File: config.mk
export PLATFORM = sky130hd
export DESIGN_NAME = regfile_sb
export DESIGN_NICKNAME = d
export VERILOG_FILES = /design/src/rtl/regfile_sb.sv
export SDC_FILE = /design/constraint.sdc
export NUM_CORES = 2
export LEC_CHECK = 0
export CELL_PAD_IN_SITES_DETAIL_PLACEMENT = 1
export CELL_PAD_IN_SITES_GLOBAL_PLACEMENT = 1
export CORE_UTILIZATION = 46
export DETAILED_ROUTE_END_ITERATION = 7
export GPL_ROUTABILITY_DRIVEN = 0
export PLACE_DENSITY_LB_ADDON = 0.25
export SYNTH_ARGS = -nofsm -noshare
export SYNTH_HDL_FRONTEND = slang
export SYNTH_SLANG_ARGS = --single-unit
File: constraint.sdc
create_clock -name clk -period 4.8 [get_ports clk]
set_clock_uncertainty 0.05 [all_clocks]
set_input_delay 0.48 -clock clk [delete_from_list [all_inputs] [get_ports clk]]
set_output_delay 0.48 -clock clk [all_outputs]
set_load 0.02 [all_outputs]
File: src/rtl/regfile_sb.sv
// regfile_sb: multi-read dual-write register file with write-through bypass and pending-load scoreboard
module regfile_sb #(
   parameter int DATA_W   = 32,
   parameter int ADDR_W   = 5,
   parameter int RD_PORTS = 2,
   parameter int BYPASS   = 1
) (
   input  logic                         clk,
   input  logic                         rst,
   input  logic                         we0,
   input  logic [ADDR_W-1:0]            wa0,
   input  logic [DATA_W-1:0]            wd0,
   input  logic                         we1,
   input  logic [ADDR_W-1:0]            wa1,
   input  logic [DATA_W-1:0]            wd1,
   input  logic [RD_PORTS*ADDR_W-1:0]   ra,
   output logic [RD_PORTS*DATA_W-1:0]   rd,
   output logic [RD_PORTS-1:0]          rbusy,
   input  logic                         set_busy,
   input  logic [ADDR_W-1:0]            set_addr,
   output logic [ADDR_W:0]              busy_cnt
);
   localparam int DEPTH = 1 << ADDR_W;
   logic [DATA_W-1:0] mem [DEPTH];
   logic [DEPTH-1:0]  busy;
   logic              w0_hit, w1_hit, set_hit, inc, dec;
   assign w1_hit  = we1 && wa1 != '0;
   assign w0_hit  = we0 && wa0 != '0 && !(w1_hit && wa1 == wa0);
   assign set_hit = set_busy && set_addr != '0;
   assign inc     = set_hit && !busy[set_addr];
   assign dec     = w1_hit && busy[wa1] && !(set_hit && set_addr == wa1);
   // storage update; port 1 wins a same-address collision, entry 0 is never written
   always_ff @(posedge clk) begin
      if (rst) begin
         for (int i = 0; i < DEPTH; i++) mem[i] <= '0;
      end else begin
         if (w0_hit) mem[wa0] <= wd0;
         if (w1_hit) mem[wa1] <= wd1;
      end
   end
   // scoreboard: load return clears, load issue sets, a new issue beats a same-cycle return
   always_ff @(posedge clk) begin
      if (rst) begin
         busy     <= '0;
         busy_cnt <= '0;
      end else begin
         if (w1_hit) busy[wa1] <= 1'b0;
         if (set_hit) busy[set_addr] <= 1'b1;
         busy_cnt <= busy_cnt + (ADDR_W+1)'(inc) - (ADDR_W+1)'(dec);
      end
   end
   for (genvar k = 0; k < RD_PORTS; k++) begin : g_rd
      logic [ADDR_W-1:0] a;
      assign a = ra[k*ADDR_W +: ADDR_W];
      assign rd[k*DATA_W +: DATA_W] =
         (a == '0)                           ? '0  :
         (BYPASS != 0 && we1 && wa1 == a)    ? wd1 :
         (BYPASS != 0 && we0 && wa0 == a)    ? wd0 : mem[a];
      assign rbusy[k] = busy[a];
   end
endmodule

==> flow_metrics.env <==
export IMPL_grt_usage=0.400
export IMPL_min_period_ns=4.48
export IMPL_syn_cell_area_um2=62700
export IMPL_synth_distinct_cells=59
export IMPL_drv_slew=0
export IMPL_powerDensity_nw_per_um2=343
export IMPL_synth_edff_count=1024
export IMPL_drc=0
export IMPL_grt_pass1_vias=50100
export IMPL_antenna_found_initial=6
export IMPL_p_leak_nw=24.3
export IMPL_seq_area_frac_synth=0.503
export IMPL_cp_data_arrival_time_ns=3.95
export IMPL_yosys_warnings=0
export IMPL_end_kind="output pin"
export IMPL_dieHeight_um=371
export IMPL_r2r_end="busy_cnt[4]$_SDFF_PP0_"
export IMPL_cts_sinks=1062
export IMPL_fp_dieW_um=371
export IMPL_cts_root_buf="clkbuf_16"
export IMPL_io_buffers=165
export IMPL_hp_start="rst"
export IMPL_drt_initial_drc_count=8397
export IMPL_fmax_mhz=223
export IMPL_grt_pass1_wl_um=386000
export IMPL_worstSetupStartpoint="wa1[1]"
export IMPL_drv_cap=0
export IMPL_rsz0062_at_grt="false"
export IMPL_drt_pass1_iterations=7
export IMPL_slew_headroom=0.259
export IMPL_swShare=0.273
export IMPL_ant_nets=0
export IMPL_hpwlAfterDp_um=164000
export IMPL_startpoint_type="input port"
export IMPL_fp_row_count=135
export IMPL_fill_cells=12700
export IMPL_drive_gt1_frac=0.271
export IMPL_cts_buffer_depth=3
export IMPL_peakVddDrop_mv=0.363
export IMPL_worst_slew_pin_slew_ns=1.11
export IMPL_preCtsSetupSlack_ns=0.552
export IMPL_comb_power_share=0.157
export IMPL_cts_hold_buf=0
export IMPL_p_int_w=0.0176
export IMPL_r2r_start="busy[26]$_SDFF_PP0_"
export IMPL_utilization=0.523
export IMPL_clk_pin_slew_ns=0.06
export IMPL_period_share=0.933
export IMPL_r2r_slack_ns=1.50
export IMPL_syn_inst=4427
export IMPL_power_frac_clock=0.389
export IMPL_fin_ws_ns=0.322
export IMPL_cts_tree="done"
export IMPL_p_sw_w=0.00663
export IMPL_initial_core_util=0.463
export IMPL_status="completed"
export IMPL_syn_avg_cell_area_um2=14.2
export IMPL_avgViaCountPerCell=8.01
export IMPL_setup_tns_ns=0
export IMPL_holdCritPathClass="input port to register"
export IMPL_grt_max_degree=68
export IMPL_wire_per_inst_um=44.8
export IMPL_fp_dieArea_um2=138000
export IMPL_cp_required_ns=4.27
export IMPL_htreeDepth=3
export IMPL_grt_overflow=0
export IMPL_seqPwrFrac=0.455
export IMPL_critPathMaxFanout=19
export IMPL_critPathKind="input port to output pin"
export IMPL_synth_seq_cells=1062
export IMPL_post_cts_buffers=0
export IMPL_worstHoldEndpoint="mem[0][30]$_DFFE_PP_"
export IMPL_synthFlopType="edfxtp_1"
export IMPL_clock_latency_ns=0.77
export IMPL_via_count=49700
export IMPL_area_growth_pct=12.9
export IMPL_finalWirelength_um=278000
export IMPL_ios=166
export IMPL_cts_inserted_buffers=119
export IMPL_ctsResizeCount=0
export IMPL_core_um2=135000
export IMPL_ys_async_sr_fraction=0
export IMPL_worstHoldPathCells=1
export IMPL_nets=4423
export IMPL_setup_violations=0
export IMPL_hold_viol=0
export IMPL_reg2regPathDepth=13
==> worst max-delay path, stage by stage <==
cell             delay [ns]
clkdlybuf4s50_1        0.98
xnor2_1                0.16
nand4_1                0.21
o21ai_4                0.15
nor2b_4                0.66
buf_12                 0.29
a221o_1                0.32
clkdlybuf4s50_1        0.65
==> power by group through the flow <==
stage               logic [W]  registers, W  clock network, W
CTS                   0.00369        0.0110           0.00941
global placement      0.00363        0.0111                 0
global route          0.00388        0.0111           0.00971
detailed placement    0.00368        0.0112                 0
floorplan             0.00224        0.0111                 0
finish                0.00380        0.0110           0.00943
==> cell usage after synthesis, types with 3 or more instances <==
| cell type | count | area, µm² |
|---|---|---|
| edfxtp_1 | 1024 | 30700 |
| or3b_2 | 4 | 35.0 |
| a22oi_1 | 32 | 240 |
| nor2_1 | 67 | 251 |
| xnor2_1 | 18 | 158 |
| mux4_2 | 428 | 9640 |
| or3_1 | 14 | 87.6 |
| nand2_1 | 97 | 364 |
| nor2b_1 | 12 | 75.1 |
| dfxtp_1 | 38 | 761 |
| buf_6 | 32 | 360 |
| ha_1 | 6 | 75.1 |
| buf_2 | 150 | 751 |
| clkbuf_1 | 449 | 1690 |
| a22o_1 | 1027 | 8990 |
| o22ai_1 | 3 | 18.8 |
| a21oi_1 | 38 | 190 |
| inv_1 | 16 | 60.1 |
| a221oi_1 | 92 | 806 |
| buf_4 | 27 | 203 |
| nand2b_1 | 11 | 68.8 |
| o221ai_1 | 62 | 543 |
| nor4_1 | 63 | 394 |
| xor2_1 | 16 | 140 |
| a211o_1 | 13 | 114 |
| and2_1 | 6 | 37.5 |
| a32o_1 | 3 | 30.0 |
| and3_1 | 58 | 363 |
| a211oi_1 | 34 | 255 |
| o211a_1 | 30 | 300 |
| mux2_2 | 154 | 1730 |
| nor3_1 | 11 | 55.1 |
| a221o_1 | 64 | 641 |
| mux2i_1 | 161 | 1610 |
| nand3_1 | 5 | 25.0 |
| nor3b_1 | 14 | 105 |
| o21ai_0 | 26 | 130 |
| nand3b_1 | 5 | 37.5 |
| and3b_1 | 4 | 35.0 |
| and4_1 | 7 | 61.3 |
| buf_1 | 83 | 312 |
==> cells by family (layout without fill, tap and decap cells) <==
kind of cell	Yosys count	after routing	share of synthesized area
XOR/XNOR	34	34	0.00475
buffers and inverters	760	724	0.0540
adder cells (fa/ha/maj)	7	7	0.00152
multiplexers	743	743	0.207
AND/OR/NAND/NOR	386	386	0.0332
AO/OA/AOI/OAI	1434	1434	0.197
flip-flops	1062	1062	0.503
other	1	34	0.0000598
==> final cells by class <==
cell class / instances / area [µm²] / share of cell area
sequential: 1062 / 31500 / 0.445
multi-input combinational: 2636 / 28300 / 0.400
timing repair buffer: 487 / 4770 / 0.0674
clock buffer: 145 / 3120 / 0.0440
tap: 1781 / 2230 / 0.0315
clock inverter: 76 / 762 / 0.0108
inverter: 16 / 60.1 / 0.000848
antenna: 2 / 5.00 / 0.0000707
==> through the flow <==
stage,hold WS (ns),area [µm²],total power [W],std cells
global placement,0.480,66900,0.0148,5982
finish,0.345,70800,0.0243,6205
floorplan,0.425,62800,0.0133,4458
CTS,0.327,70800,0.0241,6203
global route,0.390,70800,0.0247,6203
detailed placement,0.493,66900,0.0149,5982
==> worst max-delay path by stage <==
stage / slack [ns] / to
5_1_grt: 0.29 / rd[3]
3_5_place_dp: 0.55 / rd[15]
6_report: 0.32 / rd[3]
2_1_floorplan: 1.17 / busy_cnt[5]$_SDFF_PP0_
3_3_place_gp: 0.55 / rd[36]
4_1_cts: 0.54 / rd[63]
==> registers in the layout, indices dropped and copies added, names as in the netlist <==
| signal | count |
|---|---|
| busy | 32 |
| busy_cnt | 6 |
| mem | 1024 |
==> routing by layer <==
metal / up-vias / share of wire / track usage
met5: - / 0.00014 / 0
met4: 6 / 0.080 / 0.273
met3: 1140 / 0.14 / 0.113
met2: 4560 / 0.44 / 0.598
met1: 25600 / 0.34 / 0.504
li1: 18400 / - / -
==> placed cells by master, fill, tap and decap left out, drive strengths merged, types with 28 or more instances in the layout <==
cell / instances
a211oi: 34
a21oi: 38
a221o: 64
a221oi: 92
a22o: 1027
a22oi: 32
and3: 58
buf: 336
clkbuf: 145
clkdlybuf4s50: 151
clkinv: 56
conb: 32
dfxtp: 38
edfxtp: 1024
mux2: 154
mux2i: 161
mux4: 428
nand2: 97
nor2: 67
nor4: 63
o211a: 30
o21ai: 28
o221ai: 62
(Power assumes the default switching activity.)
